## src/rtl/jt900h_simmon_pkg.sv

```systemverilog
// rtl/jt900h_simmon_pkg.sv - shared encodings for the jt900h run/stop monitor
package jt900h_simmon_pkg;

   // Why the core was frozen; the value is also the stream header byte
   typedef enum logic [1:0] {
      CAUSE_NONE = 2'd0,
      CAUSE_STOP = 2'd1,
      CAUSE_TOUT = 2'd2,
      CAUSE_EXT  = 2'd3
   } cause_t;

   typedef enum logic [1:0] {
      ST_RUN  = 2'd0,
      ST_DUMP = 2'd1,
      ST_SEND = 2'd2,
      ST_DONE = 2'd3
   } state_t;

endpackage

```

## src/rtl/jt900h_dmpbuf.sv

```systemverilog
// rtl/jt900h_dmpbuf.sv - dump byte buffer, one registered write port, one combinational read port
module jt900h_dmpbuf #(
   parameter int DUMPLEN = 84
) (
   input  logic       clk,
   input  logic       we,
   input  logic [7:0] waddr,
   input  logic [7:0] wdata,
   input  logic [7:0] raddr,
   output logic [7:0] rdata
);

   localparam int IW = (DUMPLEN > 1) ? $clog2(DUMPLEN) : 1;

   logic [7:0] mem [DUMPLEN];

   logic w_in, r_in;
   assign w_in = 9'(waddr) < 9'(DUMPLEN);
   assign r_in = 9'(raddr) < 9'(DUMPLEN);

   // Capture dump bytes; contents deliberately survive reset and re-arm
   always_ff @(posedge clk) begin
      if (we && w_in) mem[waddr[IW-1:0]] <= wdata;
   end

   assign rdata = r_in ? mem[raddr[IW-1:0]] : 8'd0;

endmodule

```

## src/rtl/jt900h_simmon.sv

```systemverilog
// rtl/jt900h_simmon.sv - jt900h run/stop monitor with register-dump byte stream
module jt900h_simmon
   import jt900h_simmon_pkg::*;
#(
   parameter int            AW        = 24,
   parameter logic [AW-1:0] STOP_ADDR = AW'(24'hffff),
   parameter int            DUMPLEN   = 84,
   parameter int            TIMEOUT   = 100000,
   parameter bit            CENHALF   = 1'b0
) (
   input  logic          clk,
   input  logic          rst,
   input  logic [AW-1:0] ram_addr,
   input  logic [1:0]    ram_we,
   input  logic          ext_stop,
   input  logic          clr,
   output logic          cpu_cen,
   output logic [7:0]    dmp_addr,
   input  logic [7:0]    dmp_din,
   output logic [7:0]    out_data,
   output logic          out_valid,
   input  logic          out_ready,
   output logic          out_last,
   output logic [1:0]    cause,
   output logic          done
);

   localparam int             CW        = (TIMEOUT > 0) ? $clog2(TIMEOUT + 1) : 1;
   localparam logic [CW-1:0]  TOUT_LAST = CW'(TIMEOUT - 1);
   localparam logic [7:0]     LAST_ADDR = 8'(DUMPLEN - 1);
   localparam logic [8:0]     NBYTES    = 9'(DUMPLEN);

   state_t        state;
   cause_t        cause_r;
   cause_t        trig_cause;
   logic          trig;
   logic [CW-1:0] cnt;
   logic          cap_vld;
   logic [7:0]    cap_addr;
   logic [8:0]    ptr;
   logic [7:0]    rd_addr;
   logic [7:0]    buf_q;
   logic [7:0]    rd_byte;

   assign cause = cause_r;

   // The dump port answers one cycle late, so each write lands on the address of the previous cycle
   jt900h_dmpbuf #(.DUMPLEN(DUMPLEN)) u_buf (
      .clk   (clk),
      .we    (cap_vld),
      .waddr (cap_addr),
      .wdata (dmp_din),
      .raddr (rd_addr),
      .rdata (buf_q)
   );

   // ptr is the stream index of the next byte to load; byte n comes from buffer entry n-1
   assign rd_addr = 8'(ptr - 9'd1);
   // Forward a capture still in flight (only reachable when DUMPLEN is tiny)
   assign rd_byte = (cap_vld && cap_addr == rd_addr) ? dmp_din : buf_q;

   // Stop-cause priority: stop write, then timeout expiry, then external request
   always_comb begin
      trig       = 1'b1;
      trig_cause = CAUSE_NONE;
      if (ram_we[1] && ram_addr == STOP_ADDR)
         trig_cause = CAUSE_STOP;
      else if (TIMEOUT != 0 && cnt == TOUT_LAST)
         trig_cause = CAUSE_TOUT;
      else if (ext_stop)
         trig_cause = CAUSE_EXT;
      else
         trig = 1'b0;
   end

   // Run/dump/send/done sequencer with clock enable, timeout counter and stream pointer
   always_ff @(posedge clk or posedge rst) begin
      if (rst) begin
         state     <= ST_RUN;
         cpu_cen   <= 1'b1;
         dmp_addr  <= 8'd0;
         out_valid <= 1'b0;
         out_last  <= 1'b0;
         out_data  <= 8'd0;
         cause_r   <= CAUSE_NONE;
         done      <= 1'b0;
         cnt       <= '0;
         cap_vld   <= 1'b0;
         cap_addr  <= 8'd0;
         ptr       <= 9'd0;
      end else begin
         cap_vld  <= (state == ST_DUMP);
         cap_addr <= dmp_addr;
         case (state)
            ST_RUN: begin
               if (TIMEOUT != 0) cnt <= cnt + 1'b1;
               cpu_cen <= CENHALF ? ~cpu_cen : 1'b1;
               if (trig) begin
                  state    <= ST_DUMP;
                  cause_r  <= trig_cause;
                  cpu_cen  <= 1'b0;
                  dmp_addr <= 8'd0;
               end
            end
            ST_DUMP: begin
               if (dmp_addr == LAST_ADDR) begin
                  state     <= ST_SEND;
                  out_valid <= 1'b1;
                  out_data  <= {6'd0, cause_r};
                  out_last  <= 1'b0;
                  ptr       <= 9'd1;
               end else begin
                  dmp_addr <= dmp_addr + 8'd1;
               end
            end
            ST_SEND: begin
               if (out_valid && out_ready) begin
                  if (out_last) begin
                     out_valid <= 1'b0;
                     out_last  <= 1'b0;
                     done      <= 1'b1;
                     state     <= ST_DONE;
                  end else begin
                     out_data <= rd_byte;
                     out_last <= (ptr == NBYTES);
                     ptr      <= ptr + 9'd1;
                  end
               end
            end
            ST_DONE: begin
               if (clr) begin
                  state    <= ST_RUN;
                  cpu_cen  <= 1'b1;
                  cnt      <= '0;
                  cause_r  <= CAUSE_NONE;
                  dmp_addr <= 8'd0;
                  done     <= 1'b0;
               end
            end
            default: state <= ST_RUN;
         endcase
      end
   end

endmodule

```

## config.mk

```make
export PLATFORM = sky130hd
export DESIGN_NAME = jt900h_simmon
export DESIGN_NICKNAME = d
export VERILOG_FILES = /design/src/rtl/jt900h_simmon_pkg.sv /design/src/rtl/jt900h_dmpbuf.sv /design/src/rtl/jt900h_simmon.sv
export SDC_FILE = /design/constraint.sdc
export NUM_CORES = 1
export LEC_CHECK = 0
export CAP_MARGIN = 20
export CORE_MARGIN = 2
export CORE_UTILIZATION = 34
export CTS_BUF_LIST = sky130_fd_sc_hd__clkbuf_8 sky130_fd_sc_hd__clkbuf_16
export CTS_CLUSTER_DIAMETER = 200
export DETAILED_ROUTE_END_ITERATION = 7
export GPL_TIMING_DRIVEN = 0
export MAX_ROUTING_LAYER = met4
export PLACE_DENSITY = 0.55
export SYNTH_ARGS = -nofsm -noshare
export SYNTH_HDL_FRONTEND = slang
export SYNTH_HIERARCHICAL = 1
export SYNTH_SLANG_ARGS = --single-unit
```

## constraint.sdc

```tcl
create_clock -name clk -period 8.35 [get_ports clk]
set_clock_uncertainty 0.1 [all_clocks]
set_input_delay 1.67 -clock clk [delete_from_list [all_inputs] [get_ports clk]]
set_output_delay 1.67 -clock clk [all_outputs]
set_load 0.005 [all_outputs]
```

# After elaboration in Yosys (flattened, before gate mapping)
# Memory sizes are Yosys's and may differ from the RTL's.
# Cells that the tools add are included.
# word_totals
rom_bits	0
latchBits	0
in_bits	39
elab_cells	98
ramBits	672
register_bits	59
output_inout_bits	22
memories	1
# classes
mul	0
magnitude_cmp	2
mux	47
n_bitwise	0
add_sub_neg	4
shifts	0
eq_ne	15
div	0
n_reduce_logical	17
# mem_list
name	words	word_bits	rd	rd_clocked_by_memory_dff	wr	line_no	rtl
u_buf.mem	84	8	1	0	1	jt900h_dmpbuf.sv:15	logic [7:0] mem [DUMPLEN];
# ops
cell	n
$mux W8	8
$pmux W17 S2	1
$mux W9	3
$eq A24 B16 Y1 const B	1
$pmux W8 S3	1
$mux W2	9
$pmux W9 S2	1
$add A17 B1 Y17 const B	1
$eq A17 B17 Y1 const B	1
$mux W17	1
$lt A8 B7 Y1 const B	2
$mux W1	16
$pmux W8 S2	1
$reduce_and A4 Y1	4
$ne A2 B2 Y1 const B	6
$add A9 B1 Y9 const B	1
$eq A9 B7 Y1 const B	1
$add A8 B1 Y8 const B	1
$eq A8 B7 Y1 const B	1
$eq A8 B8 Y1	1
$pmux W1 S2	4
$pmux W2 S4	1
$sub A8 B1 Y8 const B	1
$reduce_and A3 Y1	2
10 further kinds	16

# Logic depth before layout (Yosys ltp)
# Gate-level depths: netlist of the first run.
# depth
word_depth	7
mapped_depth	18
mapped_depth_nobuf	13

# By module
# The synthesis of the first run kept the hierarchy.
# modules_own_cells
module	n_inst	cells_per_inst	seq_area_each_um2	area_per_inst_um2
jt900h_dmpbuf	1	1278	20179.4	26497.9
jt900h_simmon	1	361	1477.7	3490.8

# Worst setup path before layout of the first run
# No wires, ideal clock.
# synth_timing
kind	flip-flop to flip-flop
start	reg ptr[0]
end	reg out_data[1]
period_less_slack_ps	3380
arrival_time_ps	3145
t_required_ps	8115
stages_incl_launch_ff	17
path_slack_ps	4970
n_path_buf	4
setup_time_ps	135
path_cell_list	dfrtp_1 buf_6 inv_1 ha_1 xor2_1 buf_6 buf_2 buf_1 mux4_2 o22ai_1 o211ai_2 a32oi_1 o31ai_1 inv_1 nor2_1 a221oi_1 o31ai_1
# synth_between
elab_chain_len	7
word_cells_on_any_way	10
classes_between	add/sub (1); order compare (1); eq/ne (1); mux (5); reduce/logical (1); memory (1)
# synth_lines
item	line_no	rtl
from (decl)	jt900h_simmon.sv:40	logic [8:0] ptr;
from (signal assigned)	jt900h_simmon.sv:126	ptr <= ptr + 9'd1;
$sub A8 B1 Y8 (*)	jt900h_simmon.sv:58	assign rd_addr = 8'(ptr - 9'd1);
via rd_addr[0]	jt900h_simmon.sv:41	logic [7:0] rd_addr;
$mem_v2 Z84 W8 / $lt A8 B7 Y1 (equally long branches)	-	
$mux W8 (*)	jt900h_dmpbuf.sv:26	assign rdata = r_in ? mem[raddr[IW-1:0]] : 8'd0;
via buf_q[1]	jt900h_simmon.sv:42	logic [7:0] buf_q;
$mux W8 (*)	jt900h_simmon.sv:60	assign rd_byte = (cap_vld && cap_addr == rd_addr) ? dmp_din : buf_q;
$mux W8 (*)	jt900h_simmon.sv:118	if (out_last) begin
$mux W8 (*)	jt900h_simmon.sv:117	if (out_valid && out_ready) begin
$pmux W8 S2 (*)	jt900h_simmon.sv:94	case (state)
to (signal assigned)	jt900h_simmon.sv:109	out_data <= {6'd0, cause_r};
to (signal assigned)	jt900h_simmon.sv:124	out_data <= rd_byte;
to (decl)	jt900h_simmon.sv:20	output logic [7:0] out_data,
# Mark *: on every way through the listed nets, which the timed path passes. The rest lies on a longest branch. The select of a mux whose other input is x is not followed.
# A chain may end at the register's enable or synchronous reset.

# Worst setup path in the final report of the first run
# Ends and elaborated chain as after synthesis.

==> metrics.yaml, run 1 <==
grt:
  grt_overflow_total: 0
  antenna_found_initial: 0
  grt_pass1_vias: 16400
  grt_pass1_wl_microns: 111000
  grt_use_total_pct: 17.4
  grt_max_degree: 86
job:
  drv_cap: 0
clock_tree:
  cts_sinks: 731
  htreeDepth: 3
  cts_tree: "built"
  postCtsSetupRepairBufs: 0
  clk_pin_slew_ns: 0.06
  root_buffer: "clkbuf_16"
  cts_hold_buf: 0
  cts.path.max_buffers: 3
  clk_latency_ns: 0.62
  numCtsBuffers: 80
  ctsResizeCount: 0
yosys:
  ys_ff_latch: 731
  netlist_area_sq_um: 30000
  synth_edf_count: 672
  synth.distinct_cells: 79
  synth_cells: 1639
  synth-simple-area-share_pct: 5.28
  synth_top_area_cell: "edfxtp_1"
  yosys-top-cells-area: "edfxtp_1, mux4_2, dfrtp_1, mux2_2, mux2i_1"
  synthFlopType: "edfxtp_1"
  syn_area_per_cell_sq_um: 18.3
  synthAdderAreaFrac_pct: 0.376
  synth_top_family_by_area: "multiplexers"
  syn_nets: 1687
  synth_mux_area_share_pct: 13.9
  ys_async_sr_fraction_pct: 8.07
  ys_seq_area_share_pct: 72.2
  synth_warnings: 6
  synthXorXnorAreaFrac_pct: 0.789
  synth_compound_area_share_pct: 5.27
  netlist.area_leader.share_pct: 67.3
critical_path:
  cp.arrival_ns: 5.60
  cp_max_fo: 10
  end_kind: "flop"
  setup.worst_path.start_class: "flop"
  critPathKind: "flop to flop"
  required_ns: 8.74
sta:
  final_max_slew_viol_count: 0
  rsz0062_at_grt: "no"
  period_minus_slack_ns: 5.21
  finalHoldViolCount: 0
  maxSlewHeadroom_pct: 21.6
  tightestPinTransition_ns: 1.18
  max_clock_freq_mhz: 192
  setup_tns_ns: 0
  setup_viol: 0
  post-route-period-util_pct: 62.4
status:
  status: "completed"
pwr:
  p_leak_nw: 11.5
  p_per_area_nw_per_um2: 359
  max-vdd-ir-drop_v: 0.000161
layout:
  fin_nets: 1835
  area_delta_synth_final_pct: 16.5
  drive_gt1_share_pct: 21.2
  postLayoutCoreUtil_pct: 40.1
  final_area_sq_um: 34900
floorplan:
  dieArea_sq_um: 90600
  io_pins: 61
  die_h_microns: 301
  core_sq_um: 87000
  start_util_pct: 34.5
  rows: 108
  die_x_microns: 301
detailed_routing:
  antenna_left: 0
  wire_per_inst_microns: 25.3
  drt-initial-drc-count: 1503
  wirelength_microns: 76000
  firstDrtPassIters: 5
  vias: 16000
  route.detailed.drc: 0
  routed_via_density: 5.33
placement:
  dp_hpwl_microns: 50500
  gp_congestion: 0.843
  place_area_sq_um: 32100
  port_buffers: 59
worst_hold_path:
  min_path_type: "flop to flop"
## layout by cell type (no fill, tap or decap), drive strengths merged, types with 18 or more instances in the layout
cell type and count:
nand3 32, clkdlybuf4s50 51, edfxtp 672, clkbuf 114
o31ai 18, o21ai 39, mux4 120, buf 70
o22ai 31, nor2 130, clkinv 32, dfrtp 58
mux2 79, a221o 19, mux2i 53, xor2 22
nand2 57, inv 26
## path summary, 6_finish.rpt
path | startpoint | endpoint | slack, ns | cells past startpoint
max | ptr[0]$_DFFE_PP0P_ | out_data[1]$_DFFE_PP0P_ | 3.14 | 16
min | dmp_addr[0]$_DFFE_PP0P_ | cap_addr[0]$_DFF_PP0_ | 0.40 | 0
max reg2reg | ptr[0]$_DFFE_PP0P_ | out_data[1]$_DFFE_PP0P_ | 3.14 | 16
min reg2reg | dmp_addr[0]$_DFFE_PP0P_ | cap_addr[0]$_DFF_PP0_ | 0.40 | 0
max in group asynchronous | rst | cpu_cen$_DFFE_PP1P_ | 6.27 | 3
min in group asynchronous | rst | out_data[2]$_DFFE_PP0P_ | 1.26 | 2
## layer usage
metal / track usage (%) / part of all wire [%]
met4: 5.15 / 2.4
met5: - / 0
met2: 27.3 / 48
met1: 23.1 / 43
met3: 3.50 / 7.0
## logic make-up after synthesis
family	after synthesis
buf+inv	99
mux	252
xor+xnor	27
simple gates	314
flops	731
fa+ha+maj	9
compound gates	207
## through the flow
step / setup slack, ns / total power (W) / cells / hold slack (ns)
floorplan: 4.97 / 0.00715 / 1639 / 0.347
global placement: 2.93 / 0.00889 / 2853 / 0.383
detailed placement: 3.18 / 0.00891 / 2859 / 0.380
CTS: 3.16 / 0.0126 / 3006 / 0.401
global route: 3.05 / 0.0130 / 3007 / 0.424
finish: 3.14 / 0.0125 / 3008 / 0.404
## registers in the layout, indices dropped and copies added (netlist names)
name and cells:
out_last 1, state 2, cap_vld 1, dmp_addr 8, cnt 17, u_buf/mem 672, out_valid 1, ptr 9
cpu_cen 1, done 1, out_data 8, cap_addr 8, cause 2
## synthesized netlist by cell type, types with 13 or more instances
cell	number
a32oi_1	13
mux4_2	108
xor2_1	22
o22ai_1	31
nand3_1	32
a221o_1	19
o21ai_0	37
a211o_1	16
mux2i_1	53
clkbuf_1	25
dfrtp_1	58
inv_1	13
o31ai_1	18
nand2_1	57
mux2_2	69
nor2_1	130
a21oi_1	13
a221oi_1	13
buf_2	21
buf_6	14
edfxtp_1	672
## report_power, final
| group | switching, W | internal [W] |
|---|---|---|
| registers | 0.0000611 | 0.00408 |
| logic | 0.00283 | 0.00188 |
| clock network | 0.00140 | 0.00229 |
| total | 0.00430 | 0.00825 |
## worst max-delay path: stages (launching register included)
cell and delay, ns:
dfrtp_1 0.39, buf_6 0.15, inv_1 0.10, ha_1 0.29, xor2_1 0.43, buf_6 0.26, buf_2 0.32, buf_1 0.78
mux2_2 0.41, o22ai_1 0.35, o211ai_2 0.14, a32oi_1 0.42, o31ai_1 0.28, inv_1 0.15, nor2_1 0.06, a221oi_1 0.29
o31ai_1 0.11
## layout make-up
class	count	area, sq um
Fill cell	7824	52100
Sequential cell	731	21700
Multi-Input combinational cell	809	7680
Clock buffer	86	2150
Tap cell	1155	1450
Timing Repair Buffer	66	701
Clock inverter	61	636
Buffer	86	603
Inverter	13	48.8
Antenna cell	1	2.50
No activity file was read; power rests on OpenSTA's default activity.
==> run 2: changes to the inputs <==
Settings changed: PLACE_DENSITY 0.55 to 0.57.
Clock period 8.35 ns to 4.7 ns, I/O delays scaled along.
==> run 2 against run 1 <==
Global-route usage decreased by 0.19 points. Sequential share of layout area rose by 0.52 points. Non-clock buffer count decreased by 3. Wire length fell by 0.49%. Critical path depth down 2. Highest routed layer unchanged.
==> metrics.yaml, run 2 (same netlist as run 1, synthesis figures left out) <==
grt:
  grt_overflow_total: 0
  grt_max_degree: 86
  grt_pass1_vias: 16400
  grt_use_total_pct: 17.3
  grt_pass1_wl_microns: 110000
  antenna_found_initial: 0
pwr:
  finalPower_w: 0.0216
  p_leak_nw: 11.3
  max-vdd-ir-drop_v: 0.000370
  p_per_area_nw_per_um2: 625
job:
  drv_cap: 0
detailed_routing:
  firstDrtPassIters: 5
  wire_per_inst_microns: 25.2
  drt-initial-drc-count: 1641
  route.detailed.drc: 0
  wirelength_microns: 75600
  antenna_left: 0
  vias: 16100
  routed_via_density: 5.38
critical_path:
  critPathKind: "flop to flop"
  cp.arrival_ns: 4.98
  end_kind: "flop"
  setup.worst_path.start_class: "flop"
  required_ns: 5.10
  cp_max_fo: 10
floorplan:
  io_pins: 61
  dieArea_sq_um: 90600
  rows: 108
  die_x_microns: 301
  start_util_pct: 34.5
  core_sq_um: 87000
  die_h_microns: 301
clock_tree:
  cts_sinks: 731
  root_buffer: "clkbuf_16"
  clk_pin_slew_ns: 0.06
  cts_tree: "built"
  htreeDepth: 3
  clk_latency_ns: 0.62
  postCtsSetupRepairBufs: 0
  cts_hold_buf: 0
  cts.path.max_buffers: 3
  numCtsBuffers: 78
sta:
  rsz0062_at_grt: "no"
  setup_viol: 0
  final_max_slew_viol_count: 0
  post-route-period-util_pct: 97.3
  maxSlewHeadroom_pct: 16.9
  period_minus_slack_ns: 4.57
  finalHoldViolCount: 0
  max_clock_freq_mhz: 219
  tightestPinTransition_ns: 1.24
  setup_tns_ns: 0
placement:
  dp_hpwl_microns: 49200
  place_area_sq_um: 32100
  gp_congestion: 0.841
  port_buffers: 59
layout:
  area_delta_synth_final_pct: 15.5
  fin_nets: 1830
  antennaDiodeCount: 0
  drive_gt1_share_pct: 21.1
  final_common_cell: "edfxtp_1"
  final_area_sq_um: 34600
  largest_reg_flops: 672
  most-common-layout-cells: "edfxtp_1, nor2_1, mux4_2"
status:
  status: "completed"
worst_hold_path:
  min_path_type: "flop to flop"
## run 2: cell count changes in the layout (fill, tap and decap cells not counted), sizes merged
cell,delta
inv,+9
bufinv,-9
dlygate4sd1,-1
clkbuf,+3
clkinvlp,-1
clkinv,-5
buf,-6
diode,-1
## run 2: what timing repair did
action | in CTS | in global routing
resized for setup | 7 | 21
endpoints found under the setup margin | 6 | 8
hold endpoints to repair | 0 | 0
## run 2: cell type report
type / instances / area (sq um)
plain buffers: 86 / 618
flip-flops and latches: 731 / 21700
multi-input cells: 809 / 7720
well taps: 1155 / 1450
repair buffers: 63 / 666
clock inverters: 55 / 387
clock buffers: 85 / 2090
fillers: 7814 / 52400
inverters: 13 / 48.8
## run 2: routing by layer
metal  track usage (%)  part of all wire (%)  up-vias
met2              27.6                    49      571
met3              3.10                   6.9      104
li1                  -                     -     6956
met5                 -                     0        -
met1              22.5                    42     8491
met4              5.29                   2.5        0
## run 2: final timing paths
check	start	end	slack (ns)	cells after the start
setup reg to reg	ptr[0]$_DFFE_PP0P_	out_data[2]$_DFFE_PP0P_	0.13	14
hold reg to reg	out_data[7]$_DFFE_PP0P_	out_data[7]$_DFFE_PP0P_	0.42	2
min in group asynchronous	rst	out_data[4]$_DFFE_PP0P_	0.62	2
setup / recovery	ptr[0]$_DFFE_PP0P_	out_data[2]$_DFFE_PP0P_	0.13	14
hold / removal	out_data[7]$_DFFE_PP0P_	out_data[7]$_DFFE_PP0P_	0.42	2
max in group asynchronous	rst	cap_addr[4]$_DFF_PP0_	3.28	3
## run 2: per-stage QoR
| stage | hold slack (ns) | util [%] | setup slack [ns] | instances |
|---|---|---|---|---|
| final | 0.423 | 39.8 | 0.126 | 2997 |
| after floorplan | 0.347 | - | 1.32 | 1639 |
| after global placement | 0.380 | 36.8 | -0.295 | 2853 |
| after detailed placement | 0.397 | 36.9 | -0.319 | 2857 |
| after CTS | 0.415 | 39.8 | 0.00502 | 2997 |
| after global routing | 0.441 | 39.8 | 0.0218 | 2997 |
## run 2: report_power, final
part           switching (W)  total [W]  internal (W)
Combinational        0.00502    0.00840       0.00337
Sequential          0.000102    0.00735       0.00725
Clock                0.00244    0.00590       0.00346
Total                0.00756     0.0216        0.0141
## run 2: worst max-delay path, cell delays in order (launching register included)
cell and delay [ns]:
dfrtp_1 0.39, buf_6 0.14, inv_1 0.09, ha_1 0.29, nor3b_2 0.28, xor2_1 0.17
clkbuf_1 0.39, inv_1 0.31, clkbuf_2 0.35, a221oi_1 0.52, o211ai_1 0.29, a32oi_1 0.46
o31ai_1 0.30, a32oi_1 0.25, nand3_1 0.10
